$ cat src/rtl/serial_adder_pkg.sv
// Shared definitions for the bit-serial adder.
//   sa_state_t    : controller state encoding (IDLE, RUN, DONE)
//   DEFAULT_WIDTH : default operand / sum width in bits
package serial_adder_pkg;

    typedef enum logic [1:0] {
        IDLE = 2'd0,
        RUN  = 2'd1,
        DONE = 2'd2
    } sa_state_t;

    localparam int DEFAULT_WIDTH = 8;

endpackage : serial_adder_pkg

$ cat src/rtl/FULL_ADDER.sv
// Gate-level 1-bit full adder cell.
// Ports:
//   A, B  : addend bits
//   Cin   : carry in
//   S     : sum bit   = A ^ B ^ Cin
//   Cout  : carry out = A&B | Cin&(A^B)
module FULL_ADDER (
    input  logic A,
    input  logic B,
    input  logic Cin,
    output logic S,
    output logic Cout
);

    logic ab_x;
    logic ab_a;
    logic cx_a;

    xor g_x0 (ab_x, A, B);
    xor g_x1 (S, ab_x, Cin);
    and g_a0 (ab_a, A, B);
    and g_a1 (cx_a, ab_x, Cin);
    or  g_o0 (Cout, ab_a, cx_a);

endmodule : FULL_ADDER

$ cat src/rtl/serial_adder.sv
// Bit-serial WIDTH-bit adder: {cout,sum} = a + b + cin.
// One bit pair per cycle is fed LSB first through a single FULL_ADDER cell;
// the cell's carry is registered and returned as the next bit's carry in.
// Ports:
//   clk, rst            : clock, synchronous active-high reset
//   in_valid / in_ready : operand handshake (in_ready high only in IDLE)
//   a, b, cin           : operands and carry into bit 0
//   out_valid/out_ready : result handshake (out_valid high only in DONE)
//   sum, cout           : registered result, held until the next result
//   busy                : high while an operation is in RUN or DONE
module serial_adder
    import serial_adder_pkg::*;
#(
    parameter int WIDTH = DEFAULT_WIDTH
) (
    input  logic             clk,
    input  logic             rst,
    input  logic             in_valid,
    output logic             in_ready,
    input  logic [WIDTH-1:0] a,
    input  logic [WIDTH-1:0] b,
    input  logic             cin,
    output logic             out_valid,
    input  logic             out_ready,
    output logic [WIDTH-1:0] sum,
    output logic             cout,
    output logic             busy
);

    localparam int CW = $clog2(WIDTH);
    localparam logic [CW-1:0] LAST_BIT = CW'(WIDTH - 1);

    sa_state_t        state;
    logic [WIDTH-1:0] a_sr;
    logic [WIDTH-1:0] b_sr;
    logic [WIDTH-1:0] sum_sr;
    logic             carry;
    logic [CW-1:0]    cnt;
    logic             fa_s;
    logic             fa_cout;
    logic [WIDTH-1:0] sum_next;
    logic             sum_sr_unused;

    FULL_ADDER u_fa (
        .A    (a_sr[0]),
        .B    (b_sr[0]),
        .Cin  (carry),
        .S    (fa_s),
        .Cout (fa_cout)
    );

    // New sum bit enters at the top; after WIDTH shifts bit 0 of the
    // operands has travelled down to sum[0]. The oldest bit of sum_sr
    // falls off the bottom and is never needed.
    assign sum_next      = {fa_s, sum_sr[WIDTH-1:1]};
    assign sum_sr_unused = sum_sr[0];

    assign in_ready = (state == IDLE) && !rst;
    assign busy     = (state != IDLE);

    always_ff @(posedge clk) begin
        if (rst) begin
            state     <= IDLE;
            a_sr      <= '0;
            b_sr      <= '0;
            sum_sr    <= '0;
            carry     <= 1'b0;
            cnt       <= '0;
            out_valid <= 1'b0;
            sum       <= '0;
            cout      <= 1'b0;
        end else begin
            case (state)
                IDLE: begin
                    if (in_valid) begin
                        a_sr   <= a;
                        b_sr   <= b;
                        carry  <= cin;
                        cnt    <= '0;
                        sum_sr <= '0;
                        state  <= RUN;
                    end
                end
                RUN: begin
                    sum_sr <= sum_next;
                    carry  <= fa_cout;
                    a_sr   <= {1'b0, a_sr[WIDTH-1:1]};
                    b_sr   <= {1'b0, b_sr[WIDTH-1:1]};
                    if (cnt == LAST_BIT) begin
                        // Capture the finished result directly so sum/cout
                        // are valid in the first DONE cycle and persist
                        // after the handshake completes.
                        sum       <= sum_next;
                        cout      <= fa_cout;
                        out_valid <= 1'b1;
                        state     <= DONE;
                    end else begin
                        cnt <= cnt + 1'b1;
                    end
                end
                DONE: begin
                    if (out_ready) begin
                        out_valid <= 1'b0;
                        state     <= IDLE;
                    end
                end
                default: begin
                    out_valid <= 1'b0;
                    state     <= IDLE;
                end
            endcase
        end
    end

endmodule : serial_adder

$ cat config.mk
export PLATFORM = sky130hd
export DESIGN_NAME = serial_adder
export DESIGN_NICKNAME = d
export VERILOG_FILES = /design/src/rtl/serial_adder_pkg.sv /design/src/rtl/FULL_ADDER.sv /design/src/rtl/serial_adder.sv
export SDC_FILE = /design/constraint.sdc
export NUM_CORES = 1
export LEC_CHECK = 0
export CAP_MARGIN = 20
export CORE_MARGIN = 4
export CORE_UTILIZATION = 54
export DETAILED_ROUTE_END_ITERATION = 10
export PLACE_DENSITY = 0.91
export RECOVER_POWER = 50
export SYNTH_ARGS = -nofsm -noshare
export SYNTH_HDL_FRONTEND = slang
export SYNTH_HIERARCHICAL = 1
export SYNTH_SLANG_ARGS = --single-unit
$ cat constraint.sdc
create_clock -name clk -period 2.1 [get_ports clk]
set_input_delay 0.21 -clock clk [delete_from_list [all_inputs] [get_ports clk]]
set_output_delay 0.21 -clock clk [all_outputs]
set_load 0.005 [all_outputs]
==> After elaboration in Yosys (flattened, before gate mapping) <==
Cells that the tools add are included.
{ "classes": {"n_addsub": 1, "n_eq_ne": 7, "n_mux": 18, "n_bitwise": 6, "n_reduce_logical": 10} }
{ "ops": {"columns": ["op", "count"], "rows": [
  ["case mux 8 bit (2 select lines)", 3],
  ["two-way mux 8 bit", 3],
  ["AND reduction 3 bit", 3],
  ["!= test 2 bit, second input constant", 4],
  ["two-way mux 2 bit", 3],
  ["two-way mux 3 bit", 2],
  ["case mux 2 bit (3 select lines)", 1],
  ["case mux 3 bit (2 select lines)", 1],
  ["AND reduction 2 bit", 2],
  ["nonzero test 2 bit", 2],
  ["adder 3 x 1 -> 3 bit, second input constant", 1],
  ["== test 3 bit, second input constant", 1],
  ["two-way mux 1 bit", 3],
  ["case mux 1 bit (3 select lines)", 1],
  ["bitwise AND 1 bit", 2],
  ["== test 2 x 1 -> 1 bit, second input constant", 1],
  ["== test 2 bit, second input constant", 1],
  ["zero test 2 bit", 1],
  ["case mux 1 bit (2 select lines)", 1],
  ["XOR 1 bit", 2],
  ["logical AND 1 bit", 1],
  ["zero test 1 bit", 1],
  ["inverter 1 bit", 1],
  ["OR 1 bit", 1]
]} }
{ "word_totals": {"ff_bits": 40, "inputBits": 21, "out_inout_bits": 12} }

==> Logic depth before layout (Yosys ltp) <==
Gate-level depths: netlist (run 1).
{ "depth": {"depth_word": 4, "ltp_mapped": 6} }

==> Cells and area by module <==
The synthesis (run 1) kept the hierarchy.
{ "modules_own_cells": {"columns": ["mod", "instances", "cells_per_inst", "area_per_inst_um2"], "rows": [
  ["serial_adder", 1, 175, 1644.1],
  ["FULL_ADDER", 1, 1, 20.0]
]} }

==> Worst setup path after synthesis (run 1) <==
Ideal clock, no wire load.
{ "synth_timing": {"kind": "register -> register", "from": "register cnt[0]", "to": "register cnt[0]", "setup_time_ns": 0.087, "t_arrival_ns": 1.326, "required_time_ns": 2.013, "path_slack_ns": 0.687, "path_stages_with_launch": 7, "synth_period_minus_slack_ns": 1.413, "cell_sequence": "dfxtp_1 -> ha_1 -> ha_1 -> clkbuf_1 -> nor4b_2 -> nand2_1 -> o31ai_1"} }
{ "synth_via": {"elab_chain_cells": 3, "elab_cells_between_ends": 6, "classes_between": "1 x add/sub; 2 x eq/ne; 2 x mux; 1 x reduce/logical"} }
{ "synth_lines": {"columns": ["item", "line", "text"], "rows": [
  ["start: declaration", "serial_adder.sv:38", "logic [CW-1:0] cnt;"],
  ["start signal: assignment", "serial_adder.sv:98", "cnt <= cnt + 1'b1;"],
  ["adder 3 x 1 -> 3 bit or == test 3 bit (tied branches)", "serial_adder.sv:98, serial_adder.sv:89", null],
  ["two-way mux 3 bit or != test 2 bit (tied branches)", null, null],
  ["case mux 3 bit (2 select lines) or AND reduction 3 bit (tied branches)", null, null]
]} }
Several ways; a longest one is shown, not always the timed one. The select of a mux whose other input is x is not followed.
A chain may end at the register's enable or synchronous reset.

==> Worst setup path after layout (run 1) <==
{ "layout_timing": {"from": "register state[1]", "to": "output busy"} }
{ "layout_via": {"elab_chain_cells": 1} }
{ "layout_lines": {"columns": ["item", "line", "text"], "rows": [
  ["start: declaration", "serial_adder.sv:33", "sa_state_t state;"],
  ["start signal: assignment", "serial_adder.sv:63", "state <= IDLE;"],
  ["start signal: assignment", "serial_adder.sv:81", "state <= RUN;"],
  ["start signal: assignment", "serial_adder.sv:96", "state <= DONE;"],
  ["nonzero test 2 bit", "serial_adder.sv:59", "assign busy = (state != IDLE);"],
  ["end: declaration", "serial_adder.sv:27", "output logic busy"]
]} }
No other way between the ends.

==> results.md, run 1 <==
* Top_reg_cell synth: dfxtp_1
* Flop pwr share at between 50% and 60%
* CP delay by family, top: flip-flops
* PostCTS Resize Cnt at 0
* Syn nets at 200
* Cts hold-fix bufs at 0
* CTS Buffer Depth at 2
* Post-DR vias/cell at 5.63
* Full die area at ~4000 sq um
* Global-route wire length before repair at 5.34 mm
* Slew Viols, Final at 0
* Post-synth ARST share at 0%
* CP bufs+invs at 1
* Antenna violations before repair at 0
* Setup TNS at 0 ns
* Drt wl/cell at 13.1 microns
* 1st-pass router iterations at 4
* Startpoint types: flop
* HPWL reported at the end of detailed placement at 2.25 mm
* CTS tree: built
* Port bufs at 32
* Avg Inst Size Synth at 9.46 sq um
* Initial core utilization at about three fifths
* Final instance area at 1990 sq um
* Clock group share of total power at 27.7%
* Vias at 1318
* Fill count at roughly 220
* Worst clock skew at 0.00768 ns
* Ant diodes at 0
* Fin crit period at 1.82 ns
* Hold depth at 2
* Count of final setup violators at 0
* Dpl cell area at 1940 sq um
* Core region area at roughly 2900 sq um
* Max Clk Rate at 0.549 GHz
* RSZ-0062 raised after global routing: no
* Least-Margin Pin Slew at approximately 0.56 ns
* Post-synthesis cell type count at 28
* Syn Inst Count at around 180
* Post-CTS setup repair buffer count at 0
* Post-synth top area share at 46.9%
* Clock sink count at 39
* GPL Wtd Cong at about 0.79
* Final #Nets at about 230
* CTS Root Cell: clkbuf_4
* CP max FO at 15
* DRT iter0 DRCs at 70
* Clk slew on worst S/H paths at 0.11 ns
* Hold WS at roughly 0.46 ns
* P_sw at ~340 uW
* Internal power at 1.03 mW
* H-Tree Depth at 2
* Critical-path cell list: or2_2, clkdlybuf4s50_1
* Min-Delay Path Class: reg -> reg
* Die Wd at 63.5 microns
* Total routed wirelength at 3.05 mm
* PwrDens at slightly below 700 nW/um^2
* Proportion of synthesized chip area in sequential cells at 46.9%
* Period utilisation layout at 86.7%
* Worst endpoint required time at approximately 1.9 ns
* Outcome: completed
* Area leader, netlist: dfxtp_1
* Logic pwr share at 13.7%
* Final hold vios at 0
* Synth area leaders: dfxtp_1 (47%), mux2i_1 (9.0%), a211oi_1 (7.2%), nor2_1 (5.4%), a21oi_1 (4.2%)
* Total of max-cap violations at 0
* Post-DRT Antenna Nets at 0
* Post-Syn Area at 1660 sq um
* Clk_lat worst skew at 0.33 ns
* # IOs at 33
* Die height at 63.5 microns
* CP Depth at 2
* Critical path type: reg -> out
* Share of layout cells above drive strength 1 at under 10%
* Leak at 0.755 nW
* Setup crit end kind: output port
* Pin count of the biggest net entering global routing at 41
* Max VDD drop at 431 uV
* Arr. time, crit path at 1.61 ns
* Total grt overflow at 0
* Switch share at 24.7%
* P&R area growth vs syn at 19.3%
* GRT Overall Usage at approximately 17%
* Worst R2R Path Depth at 4
* CTS Buf Count at 5
* Rows at 19
* Crit path largest cell delay at around 0.60 ns
* CP max stage cell: dfxtp_1
* Post-synth top cells: dfxtp_1 (39), nor2_1 (24), a211oi_1 (16)
* #FFs+latches synth at 39
* Via count of the first global-routing pass at 1254
* YS warnings at 6
* EDFF count, synth at 0
* Max-slew headroom at 62.4%
* DRC viols at 0
* Most frequent cell after synthesis: dfxtp_1
## per-stage QoR
stage | worst slack (ns) | cells | utilization, % | total power, mW
2_1_floorplan | 0.687 | 176 | - | 0.949
3_3_place_gp | 0.569 | 227 | 67.9 | 0.994
3_5_place_dp | 0.484 | 227 | 67.9 | 1.01
4_1_cts | 0.275 | 234 | 69.8 | 1.38
5_1_grt | 0.193 | 234 | 69.6 | 1.43
6_report | 0.279 | 234 | 69.6 | 1.36
## power by group through the flow
stage | Combinational, mW | Clock, mW | Sequential [mW]
3_5_place_dp | 0.190 | 0 | 0.816
5_1_grt | 0.208 | 0.421 | 0.805
6_report | 0.187 | 0.378 | 0.799
3_3_place_gp | 0.181 | 0 | 0.813
4_1_cts | 0.190 | 0.386 | 0.799
2_1_floorplan | 0.142 | 0 | 0.807
## layout make-up
cell class	instances	area (sq um)	share of cell area [%]
clock buffer	6	51.3	2.58
sequential	39	781	39.3
inverter	1	3.75	0.189
tap	31	38.8	1.95
timing repair buffer	35	337	17.0
clock inverter	1	5.00	0.252
multi-input combinational	121	769	38.8
## state kept, by name, summed over array words and instances (netlist names)
register and flops:
sum 8, state 2, b_sr 8, carry 1, cnt 3, sum_sr 7, a_sr 8, out_valid 1
cout 1
## layout by cell type, fill, tap and decap left out
master | Yosys | final
inv_1 | 1 | 1
nor2_1 | 24 | 24
clkdlybuf4s50_1 | 0 | 22
dfxtp_1 | 39 | 39
a22oi_1 | 7 | 7
nor3_1 | 1 | 1
nand4bb_1 | 2 | 2
fa_1 | 1 | 1
nand2b_1 | 4 | 4
or2_2 | 1 | 1
o31ai_1 | 1 | 1
clkbuf_8 | 0 | 1
a211oi_1 | 16 | 16
nand3_1 | 9 | 9
buf_4 | 3 | 1
clkinv_2 | 0 | 1
a21oi_1 | 14 | 14
nor4b_2 | 1 | 1
nand2_1 | 14 | 14
clkbuf_1 | 2 | 1
clkbuf_2 | 1 | 1
o21ai_0 | 5 | 5
o21bai_1 | 1 | 1
clkbuf_4 | 0 | 5
ha_1 | 2 | 2
o21ba_4 | 1 | 1
nand3b_1 | 1 | 1
mux2i_1 | 15 | 15
dlygate4sd3_1 | 0 | 10
nor2b_1 | 1 | 1
## worst register-to-register path, cell delays in order, from the launching register on
cell,delay [ns]
dfxtp_1,0.56
clkbuf_2,0.52
nand2b_1,0.22
a21oi_1,0.10
o31ai_1,0.23
## per-layer routing
metal | vias up | GRT usage [%] | wire (microns)
met5 | - | 0 | 0
met4 | 0 | 6.47 | 42
met3 | 5 | 4.97 | 183
met2 | 38 | 29.3 | 1520
met1 | 599 | 18.3 | 1310
li1 | 676 | - | -
## path summary, 6_finish.rpt
| kind | from | to | slack [ns] |
|---|---|---|---|
| worst max-delay path | state[1]$_SDFFE_PP0P_ | busy | 0.28 |
| worst min-delay path | sum[4]$_SDFFE_PP0P_ | sum[4]$_SDFFE_PP0P_ | 0.46 |
| worst max register to register | state[0]$_SDFFE_PP0P_ | cnt[0]$_SDFFE_PP0P_ | 0.39 |
| worst min register to register | sum[4]$_SDFFE_PP0P_ | sum[4]$_SDFFE_PP0P_ | 0.46 |
## cell families (layout without fill, tap and decap cells)
group                      Yosys count  in the layout  synth area share [%]
and+or+nand+nor                     58             58                  16.5
AOI/OAI and AO/OA                   45             45                  18.0
DFF                                 39             39                  46.9
buffers and inverters               16             43                  6.84
muxes                               15             15                  9.02
adders and majority gates            3              3                  2.71
No activity file was read; power rests on OpenSTA's default activity.
==> run 2: changes to the inputs <==
--- a/config.mk
+++ b/config.mk
@@ -7,11 +7,10 @@
 export LEC_CHECK = 0
 export CAP_MARGIN = 20
 export CORE_MARGIN = 4
-export CORE_UTILIZATION = 54
+export CORE_UTILIZATION = 55
 export DETAILED_ROUTE_END_ITERATION = 10
 export PLACE_DENSITY = 0.91
 export RECOVER_POWER = 50
 export SYNTH_ARGS = -nofsm -noshare
 export SYNTH_HDL_FRONTEND = slang
-export SYNTH_HIERARCHICAL = 1
 export SYNTH_SLANG_ARGS = --single-unit
==> run 2 against run 1 <==
  * Critical path type unchanged
  * Fmax is 0.27% higher
  * Via count is 5.3% higher
  * Worst hold slack gained 0.0091 ns
  * Global-route usage rose by 2.9 points
  * Sequential power hardly changed
  * Largest cell class is now multi-input gates
  * Register-to-register slack about the same
==> results.md, run 2 <==
* Outcome: completed
* Global-route wire length before repair at 6.27 mm (+17%)
* Setup crit end kind: output port
* Syn nets at 204 (+2.0%)
* Vias at 1388 (+5.3%)
* Crit path largest cell delay at 0.59 ns (about the same)
* CP delay by family, top: flip-flops
* CTS Buffer Depth at 2 (unchanged)
* Leak at 0.770 nW (+2.0%)
* YS warnings at 0 (-6)
* Post-synth ARST share at 0% (unchanged)
* Die height at 65.5 microns (+3.1%)
* CTS tree: built
* Count of final setup violators at 0 (unchanged)
* Full die area at 4290 sq um (+6.3%)
* Post-synth top area share at 42.9% (-4.0 points)
* Crit path from: state[1]$_SDFFE_PP0P_
* Arr. time, crit path at 1.61 ns (about the same)
* RSZ-0062 raised after global routing: no
* Core Util, Final at 67.8% (-1.8 points)
* Hold WS at 0.466 ns (+0.00912 ns)
* Clock sink count at 39 (unchanged)
* Most frequent cells in the layout: dfxtp_1 (39), clkdlybuf4s50_1 (22), mux2i_1 (16), nor2_2 (15)
* 1st-pass router iterations at 4 (unchanged)
* Post-route setup slack at 0.284 ns (+0.00483 ns)
* Most common cell after layout, fill and taps aside: dfxtp_1
* Total power at 1.35 mW (-1.1%)
* Core region area at 3100 sq um (+8.8%)
* Share of layout cells above drive strength 1 at 19.0% (+13 points)
* Period utilisation layout at 86.5% (-0.23 points)
* CTS Buf Count at 5 (unchanged)
* GPL Wtd Cong at 0.713 (-9.5%)
* # IOs at 33 (unchanged)
* P&R area growth vs syn at 15.7%
* GRT Overall Usage at 19.4% (+2.9 points)
* Min-Delay Path Class: reg -> reg
* EDFF count, synth at 0 (unchanged)
* Pin count of the biggest net entering global routing at 40 (-2.4%)
* Worst R2R Start: state[1]$_SDFFE_PP0P_
* Total routed wirelength at 3.76 mm (+23%)
* Fin cells at 249 (+6.4%)
* Total of max-cap violations at 0 (unchanged)
* Via count of the first global-routing pass at 1375 (+9.6%)
* Slew Viols, Final at 0 (unchanged)
* Worst endpoint required time at 1.89 ns (about the same)
* Final instance area at 2100 sq um (+5.9%)
* Hold path start: cout$_SDFFE_PP0P_
* Dpl cell area at 2090 sq um (+7.8%)
* Clk_lat worst skew at 0.34 ns (about the same)
* Startpoint types: flop
* Total grt overflow at 0 (unchanged)
* CP max stage cell: dfxtp_1
* Post-CTS setup repair buffer count at 0 (unchanged)
* Least-Margin Pin Slew at 0.898 ns (+0.334 ns)
* CP max FO at 15 (unchanged)
* Area leader, netlist: dfxtp_1
* Max-slew headroom at 40.1% (-22 points)
* #FFs+latches synth at 39 (unchanged)
* Placed insts at 243 (+7.0%)
* CP bufs+invs at 1 (unchanged)
* Top_reg_cell synth: dfxtp_1
* Top flop regs: a_sr: 8 flops, b_sr: 8 flops, sum: 8 flops
* Clk slew on worst S/H paths at 0.11 ns (about the same)
* Setup TNS at 0 ns (unchanged)
* Fill count at 264 (+19%)
* Port bufs at 32 (unchanged)
* Register Area at 781 sq um (unchanged)
* Pre-CTS setup slack at 0.337 ns (-0.147 ns)
* CTS Root Cell: clkbuf_4
* Avg Inst Size Synth at 10.1 sq um (+6.8%)
* Post-DRT Antenna Nets at 0 (unchanged)
* Syn Inst Count at 180 (+2.3%)
* H-Tree Depth at 2 (unchanged)
* PostCTS Resize Cnt at 0 (unchanged)
* Synth area leaders: dfxtp_1 (43%), a211oi_2 (10%), mux2i_1 (8.8%), nor2_2 (5.2%), a21oi_1 (3.9%)
* Initial core utilization at 58.6% (+0.26 points)
* Post-Syn Area at 1820 sq um (+9.2%)
* Worst clock skew at 0.0109 ns (+0.00320 ns)
* Cts hold-fix bufs at 0 (unchanged)
* Critical path type: reg -> out
* Fin crit period at 1.82 ns (-0.00483 ns)
* Most frequent cell after synthesis: dfxtp_1
* Proportion of synthesized chip area in sequential cells at 42.9% (-4.0 points)
* Antenna violations before repair at 0 (unchanged)
* Post-synth top cells: dfxtp_1 (39), mux2i_1 (16), a211oi_2 (15), nor2_2 (15)
* Max VDD drop at 356 uV (-17%)
* Drt wl/cell at 15.1 microns (+16%)
* Die Wd at 65.5 microns (+3.1%)
* HPWL reported at the end of detailed placement at 2.62 mm (+16%)
* Ant diodes at 0 (unchanged)
* Critical-path cell list: or2_2, clkdlybuf4s50_1
* Final #Nets at 230 (+1.3%)
* Multi-input gate area at 875 sq um (+14%)
* Post-DR vias/cell at 5.57 (-1.0%)
* Max Clk Rate at 0.551 GHz (+0.27%)
* Post-synthesis cell type count at 29 (+3.6%)
* DRC viols at 0 (unchanged)
* Rows at 20 (+1)
* Final hold vios at 0 (unchanged)
* PwrDens at 641 nW/um^2 (-6.6%)
* DRT iter0 DRCs at 53 (-24%)
## run 2: final cells by class
cell class | count | share of cell area (%)
multi-input cells | 123 | 41.6
flip-flops and latches | 39 | 37.1
repair buffers | 36 | 16.5
well taps | 44 | 2.62
clock buffers | 6 | 1.96
inverters | 1 | 0.178
## run 2: worst reg2reg max path, stage by stage (launching register included)
cell      delay (ns)
dfxtp_1         0.45
o21ba_2         0.89
nor2_2          0.06
a211oi_1        0.23
## run 2: worst paths after layout
path | end | slack (ns) | depth (start not counted)
setup / recovery | busy | 0.28 | 2
hold / removal | cout$_SDFFE_PP0P_ | 0.47 | 2
setup reg to reg | b_sr[1]$_SDFFE_PP0P_ | 0.38 | 3
hold reg to reg | cout$_SDFFE_PP0P_ | 0.47 | 2
## run 2: cells by family after synthesis
group                      Yosys count  synth area share [%]
and+or+nand+nor                     60                  17.1
adders and majority gates            3                  2.48
muxes                               16                  8.81
DFF                                 39                  42.9
buffers and inverters               18                  7.78
AOI/OAI and AO/OA                   44                  20.9
## run 2: report_power, final
group | total, mW | switching, mW | internal, mW
clock | 0.343 | 0.224 | 0.119
sequential | 0.800 | 0.0266 | 0.773
combinational | 0.206 | 0.102 | 0.104
total | 1.35 | 0.353 | 0.996
## run 2: layer usage
metal	global-route usage, %	vias to the layer above	share of wire (%)
li1	-	684	-
met1	21.3	657	42
met2	33.5	39	51
met3	6.67	8	4.7
met4	9.07	0	2.3
met5	0	-	0
